`config.mk`:
```
export PLATFORM = sky130hd
export DESIGN_NAME = word_match_counter
export DESIGN_NICKNAME = d
export VERILOG_FILES = /design/src/rtl/word_match_counter.sv
export SDC_FILE = /design/constraint.sdc
export NUM_CORES = 2
export LEC_CHECK = 0
export CORE_MARGIN = 2
export CORE_UTILIZATION = 45
export CTS_CLUSTER_SIZE = 10
export DETAILED_ROUTE_END_ITERATION = 10
export GPL_TIMING_DRIVEN = 0
export PLACE_DENSITY = 0.69
export SYNTH_ARGS = -nofsm -noshare
export SYNTH_HDL_FRONTEND = slang
export SYNTH_SLANG_ARGS = --single-unit
```
`constraint.sdc`:
```
create_clock -name i_clk -period 28.7 [get_ports i_clk]
set_clock_uncertainty 0.05 [all_clocks]
set_input_delay 2.87 -clock i_clk [delete_from_list [all_inputs] [get_ports i_clk]]
set_output_delay 2.87 -clock i_clk [all_outputs]
set_load 0.01 [all_outputs]
```
`src/rtl/word_match_counter.sv`:
```
// Streaming word splitter: unpacks beats to bytes, extracts alphabetic words and
// counts matches against NUM_KEYS programmable keys plus a total word count.
module word_match_counter #(
   parameter int DATA_WIDTH     = 64,
   parameter int MAX_WORD_BYTES = 16,
   parameter int NUM_KEYS       = 4,
   localparam int KIW = (NUM_KEYS > 1) ? $clog2(NUM_KEYS) : 1,
   localparam int LW  = $clog2(MAX_WORD_BYTES + 1),
   localparam int KW  = 8 * MAX_WORD_BYTES
) (
   input  logic                     i_clk,
   input  logic                     i_rst,
   input  logic                     i_data_valid,
   output logic                     o_data_rdy,
   input  logic [DATA_WIDTH-1:0]    i_data,
   input  logic                     i_flush,
   input  logic                     i_clr_counts,
   input  logic                     i_case_fold,
   input  logic                     i_key_wr,
   input  logic [KIW-1:0]           i_key_idx,
   input  logic [KW-1:0]            i_key_data,
   input  logic [LW-1:0]            i_key_len,
   output logic [32*NUM_KEYS-1:0]   o_count,
   output logic [31:0]              o_words_total,
   output logic                     o_busy
);

   localparam int NB = DATA_WIDTH / 8;
   localparam int IW = (NB > 1) ? $clog2(NB) : 1;
   localparam logic [IW-1:0] LAST_IDX = IW'(NB - 1);
   localparam logic [LW-1:0] MAX_LEN  = LW'(MAX_WORD_BYTES);

   logic [DATA_WIDTH-1:0]           buf_q, buf_d;
   logic                            full_q, full_d;
   logic [IW-1:0]                   idx_q, idx_d;
   logic [KW-1:0]                   word_q, word_d;
   logic [LW-1:0]                   len_q, len_d;
   logic                            ovf_q, ovf_d;
   logic [NUM_KEYS-1:0][KW-1:0]     key_data_q, key_data_d;
   logic [NUM_KEYS-1:0][LW-1:0]     key_len_q, key_len_d;
   logic [NUM_KEYS-1:0][31:0]       count_q, count_d;
   logic [31:0]                     total_q, total_d;

   logic [7:0]                      cur_byte_s, letter_s;
   logic                            is_upper_s, is_lower_s, is_letter_s;
   logic                            accept_s, complete_s;
   logic [LW-1:0]                   base_len_s;
   logic [NUM_KEYS-1:0]             match_s;

   assign o_data_rdy    = !full_q || (idx_q == LAST_IDX);
   assign accept_s      = i_data_valid && o_data_rdy;
   assign o_busy        = full_q || (len_q != {LW{1'b0}});
   assign o_count       = count_q;
   assign o_words_total = total_q;

   assign cur_byte_s  = buf_q[{idx_q, 3'b000} +: 8];
   assign is_lower_s  = (cur_byte_s >= 8'h61) && (cur_byte_s <= 8'h7A);
   assign is_upper_s  = (cur_byte_s >= 8'h41) && (cur_byte_s <= 8'h5A);
   assign is_letter_s = is_lower_s || (i_case_fold && is_upper_s);
   assign letter_s    = is_upper_s ? (cur_byte_s + 8'd32) : cur_byte_s;

   // A flush and a byte-stage delimiter both finish the word currently held;
   // after a flush the held word is gone, so at most one completion per cycle.
   assign complete_s = (len_q != {LW{1'b0}}) && (i_flush || (full_q && !is_letter_s));
   assign base_len_s = complete_s ? {LW{1'b0}} : len_q;

   // Per-key comparison against the held word (old key contents on a write edge)
   always_comb begin
      match_s = {NUM_KEYS{1'b0}};
      for (int n = 0; n < NUM_KEYS; n++) begin
         match_s[n] = (key_len_q[n] != {LW{1'b0}}) && (key_len_q[n] == len_q) &&
                      !ovf_q && (key_data_q[n] == word_q);
      end
   end

   // Beat buffer and byte index
   always_comb begin
      buf_d  = buf_q;
      full_d = full_q;
      idx_d  = idx_q;
      if (accept_s) begin
         buf_d  = i_data;
         full_d = 1'b1;
         idx_d  = {IW{1'b0}};
      end else if (full_q) begin
         if (idx_q == LAST_IDX) begin
            full_d = 1'b0;
            idx_d  = {IW{1'b0}};
         end else begin
            idx_d  = idx_q + {{(IW-1){1'b0}}, 1'b1};
         end
      end else begin
         full_d = 1'b0;
      end
   end

   // Word assembly
   always_comb begin
      word_d = complete_s ? {KW{1'b0}} : word_q;
      len_d  = base_len_s;
      ovf_d  = complete_s ? 1'b0 : ovf_q;
      if (full_q && is_letter_s) begin
         if (base_len_s < MAX_LEN) begin
            word_d[{base_len_s, 3'b000} +: 8] = letter_s;
            len_d = base_len_s + {{(LW-1){1'b0}}, 1'b1};
         end else begin
            ovf_d = 1'b1;
         end
      end else begin
         len_d = base_len_s;
      end
   end

   // Saturating counters; clear has priority over a completing word
   always_comb begin
      count_d = count_q;
      total_d = total_q;
      for (int n = 0; n < NUM_KEYS; n++) begin
         if (i_clr_counts) begin
            count_d[n] = 32'd0;
         end else if (complete_s && match_s[n] && (count_q[n] != 32'hFFFF_FFFF)) begin
            count_d[n] = count_q[n] + 32'd1;
         end else begin
            count_d[n] = count_q[n];
         end
      end
      if (i_clr_counts) begin
         total_d = 32'd0;
      end else if (complete_s && (total_q != 32'hFFFF_FFFF)) begin
         total_d = total_q + 32'd1;
      end else begin
         total_d = total_q;
      end
   end

   // Key programming
   always_comb begin
      key_data_d = key_data_q;
      key_len_d  = key_len_q;
      if (i_key_wr && ({{(32-KIW){1'b0}}, i_key_idx} < 32'(NUM_KEYS))) begin
         key_data_d[i_key_idx] = i_key_data;
         key_len_d[i_key_idx]  = i_key_len;
      end else begin
         key_len_d = key_len_q;
      end
   end

   // State registers
   always_ff @(posedge i_clk or posedge i_rst) begin
      if (i_rst) begin
         buf_q      <= {DATA_WIDTH{1'b0}};
         full_q     <= 1'b0;
         idx_q      <= {IW{1'b0}};
         word_q     <= {KW{1'b0}};
         len_q      <= {LW{1'b0}};
         ovf_q      <= 1'b0;
         key_data_q <= {(NUM_KEYS*KW){1'b0}};
         key_len_q  <= {(NUM_KEYS*LW){1'b0}};
         count_q    <= {(NUM_KEYS*32){1'b0}};
         total_q    <= 32'd0;
      end else begin
         buf_q      <= buf_d;
         full_q     <= full_d;
         idx_q      <= idx_d;
         word_q     <= word_d;
         len_q      <= len_d;
         ovf_q      <= ovf_d;
         key_data_q <= key_data_d;
         key_len_q  <= key_len_d;
         count_q    <= count_d;
         total_q    <= total_d;
      end
   end

endmodule

```
==> flow_results.org <==
** Detailed routing
- Routed Wire Length :: around 230 mm
- The first routing iteration left approximately 5300 violations.
- Post-detailed-route wirelength per cell :: between 40 and 50 µm
- Using the TritonRoute via totals, the vias-per-cell ratio works out to roughly 6.5.
- Vias after detailed routing :: 37010
- Remaining antenna violation count :: 0
- Before antenna repair, the detailed router went through 8 iterations.
- For this run, design rule violations remaining after detail routing come to 0.

** Global route
- Summed over all layers, the global routing overflow is 0.
- Vias in the first global route :: ~35000
- The first global-routing pass estimated 303.0 mm of wire.
- Initial antenna violation count :: 29
- GR Util All Layers :: 45.40%
- Entering global routing, the biggest net connects roughly 130 pins.

** Layout
- Relative to the synthesized area, the layout overhead comes to 19.54%.
- Once layout is done, the placed cells without fillers occupy between 50000 and 60000 µm².
- Proportion of layout cells with a drive suffix above 1 :: a little under a fifth
- Most used cells in the layout excluding fill and tap cells :: dfrtp_1, mux2_2, clkdlybuf4s50_1, xnor2_1, nand2_1
- Number of nets in the final layout :: roughly 4600
- Cell Count, Final, Fillers Out :: 5695
- Most frequent standard cell in the layout excluding fill and tap cells :: dfrtp_1

** Critical path
- Critical Path Source Type :: flip-flop
- Critical Path Source :: idx_q[2]
- Start of the worst register-to-register path :: idx_q[2]
- R2R Setup Slk :: roughly 21 ns
- CP arrival :: 8.24 ns
- For this run, the slowest stage of the critical path takes a little over 0.8 ns.
- The critical path ends at word_q[101].
- Worst path required time :: approximately 30 ns
- Measured in cells, the most critical reg-to-reg path has a length of 19.
- The critical path goes through buf_2 -> buf_1 -> mux4_2 -> mux2_2 -> nor4_2 -> a32oi_2 -> nor4b_4 -> or2_1 -> buf_2 -> buf_2 -> buf_2 -> nand2_1 -> ha_1 -> nor3b_1 -> and3_1 -> clkbuf_1 -> nor2_1 -> buf_6 -> a22o_1.
- Endpoint of the worst register-to-register path :: word_q[101]
- Crit Path Max Fanout :: 10
- Among all stages on the critical path, the largest delay is contributed by clkbuf_1.
- Most Frequent Cell on Critical Path :: buf_2
- The worst setup path is captured at a flip-flop.
- Classification of the worst setup path :: flip-flop to flip-flop

** Clock network
- In this run the number of H-tree levels came out at 3.
- Clock net sink count :: 894
- Number of gates resized after CTS :: 0
- Total clock buffers created by CTS :: 104
- CTS tree :: yes
- The later pin in the worst-skew pair is clocked with a latency of between 0.7 and 0.8 ns.
- Counting along the longest clock path gives a buffer depth of 3.
- Post-CTS Setup Bufs :: 0
- Clock-pin slew of the registers on the worst-case setup and hold paths :: ~0.060 ns
- Clock root cell :: clkbuf_16
- Hold repair after CTS inserted 0 buffers.

** STA
- Unrepaired setup endpoints after global routing :: no
- Final setup viols :: 0
- Minimum clock period :: between 7 and 8 ns
- Measured against its own limit, the worst slew margin works out to -2.710%.
- For this run, the top clock speed supported by timing is approximately 130 MHz.
- Worst Slack Setup Final :: roughly 21 ns
- The worst path uses 26.82% of the clock period.
- Number of max-slew violations in the final report :: 38
- For the pin with the worst max-slew slack, the measured transition is approximately 1.5 ns.
- For the final routed database, the setup TNS stands at 0 ns.
- Hold Fails Final Rpt :: 0

** Synth
- Cells taking the most area after synthesis :: dfrtp_1, mux2_2, xnor2_1
- Synthesis inferred slightly below 900 register bits.
- Among all flip-flop cells after synthesis, the most frequent one is dfrtp_1.
- Post-synthesis net count :: 4100
- Post-synth cell types :: 84
- Warnings, synthesis :: 0
- Summed over all instances, the cell type with the most area after synthesis is dfrtp_1.
- Cell area after synthesis :: between 40000 and 50000 µm²
- Summing the sequential cell areas from Yosys gives about 51% of the chip area.
- Post-Syn Area per Cell :: roughly 11 µm²
- Top cell type's share of synthesized area :: ~50%
- Yosys mapped a number of flops with a built-in enable equal to 0.
- The cell count after synthesis came out at just under 4000.
- After synthesis, the share of flip-flops with an asynchronous set or reset is 100.0%.

** Status
- The flow ran to the end, but the final reports show violations.
- The final reports fail on max-capacitance violations, max-slew violations.

** Placed design
- In this run the tool buffered the top-level ports with around 370 buffer cells.
- Number of placed cells counting well taps :: approximately 5500
- At the end of routability-driven placement, the weighted congestion stood at ~1.1.
- Detailed placement HPWL :: around 180 mm
- Once placement finished, the instance area stood at about 50000 µm².
- Timing analysis after detailed placement gives a worst setup slack of around 20 ns.

** Run
- The tool flagged a number of max-cap violations equal to 6.

** Die
- Initial core utilization :: 45.45%
- The die is ~320 µm wide.
- In this run the vertical extent of the chip is 316.5 µm.
- In this run the core area contains roughly 110 standard-cell rows.
- The die covers 100200 µm².
- In this run the count of I/O pins placed on the die edge is around 370.
- Core area :: between 90000 and 100000 µm²

** Power
- Peak supply drop :: roughly 100 µV
- Summed over all cells, the static leakage comes to 21.18 nW.
- Power after layout :: 4.043 mW
- Pwr per Cell Area :: 76.93 nW/µm²

** Hold path
- Startpoint of the lowest-slack hold path :: buf_q[44]
- The path class of the tightest hold or removal check is flip-flop to flip-flop.
-- synthesized netlist by cell type, types with 5 or more instances --
master     number
o22ai_1        61
nor3_1         55
o21ai_0       131
nor2b_1        86
a31o_2          6
nand4_1       139
a221o_1         5
inv_1         164
a22o_1         54
or4_1          12
nor4_1         89
ha_1           13
a221oi_1        5
a32o_1          5
o221ai_1        8
or3_1          34
clkbuf_1      185
buf_2          18
nand3b_1       12
nor4_2          8
a21o_1         12
and3_1         39
o2bb2ai_1      37
a21oi_1        52
and2_1         18
nand2_1       195
nand3_1       106
o2111ai_1      35
mux2i_1        12
o211ai_1        5
xor2_1        120
xnor2_1       238
o21ai_1        12
mux4_2         16
a2111oi_0      15
mux2_2        608
dfrtp_1       894
nand2b_1      111
nor2_1        168
and4_1         20
-- report_power, final --
group          leakage, nW  switching (mW)  internal [mW]
Combinational         8.52           0.745          0.409
Clock                 1.44           0.551          0.677
Sequential            11.2           0.203           1.46
-- kinds of logic after synthesis --
| kind of cell | share of synthesized area (%) |
|---|---|
| adder cells (fa/ha/maj) | 0.3700 |
| buffers and inverters | 3.367 |
| multiplexers | 16.75 |
| XOR/XNOR | 7.133 |
| flip-flops | 50.89 |
| AO/OA/AOI/OAI | 7.594 |
| AND/OR/NAND/NOR | 13.89 |
-- worst max-delay path, delay by kind of cell (launching register included) --
kind | cells | cell delay, ns
AO/OA/AOI/OAI | 2 | 0.47
AND/OR/NAND/NOR | 7 | 2.45
adder cells (fa/ha/maj) | 1 | 0.42
flip-flops | 1 | 0.34
buffers and inverters | 7 | 2.84
multiplexers | 2 | 0.98
-- worst min-delay path by stage --
stage,to,slack (ns),cells past startpoint
5_1_grt,word_q[55],0.47,2
4_1_cts,word_q[55],0.45,2
6_report,buf_q[44],0.45,1
3_5_place_dp,word_q[55],0.44,2
2_1_floorplan,word_q[55],0.40,2
3_3_place_gp,word_q[55],0.43,2
-- final cells by class --
class / instances / area [µm²]
clock inverters: 16 / 201.4
well taps: 1276 / 1597
repair buffers: 382 / 3964
flip-flops and latches: 894 / 22370
clock buffers: 124 / 2738
diodes: 16 / 40.04
multi-input cells: 2609 / 20140
fillers: 8504 / 44160
plain buffers: 214 / 875.8
inverters: 164 / 623.1
-- registers in the layout (all words and copies together) (netlist names) --
register,flops
idx_q,3
ovf_q,1
key_data_q,512
o_words_total,32
word_q,128
o_count,128
key_len_q,20
len_q,5
buf_q,64
full_q,1
-- through the flow --
step / hold slack (ns) / utilization [%]
CTS: 0.4492 / 54.29
floorplan: 0.3998 / -
detailed placement: 0.4359 / 51.25
global route: 0.4659 / 54.30
finish: 0.4472 / 54.34
global placement: 0.4281 / 50.88
-- routing by layer --
metal,share of wire [%],wire length [µm],global-route usage (%),up-vias
met5,0.053,120,0,-
met4,7.2,16380,26.67,16
met3,12,27640,17.31,576
met2,40,92400,62.19,2396
met1,40,91940,60.91,19170
li1,-,-,-,14850
(Power assumes the default switching activity.)
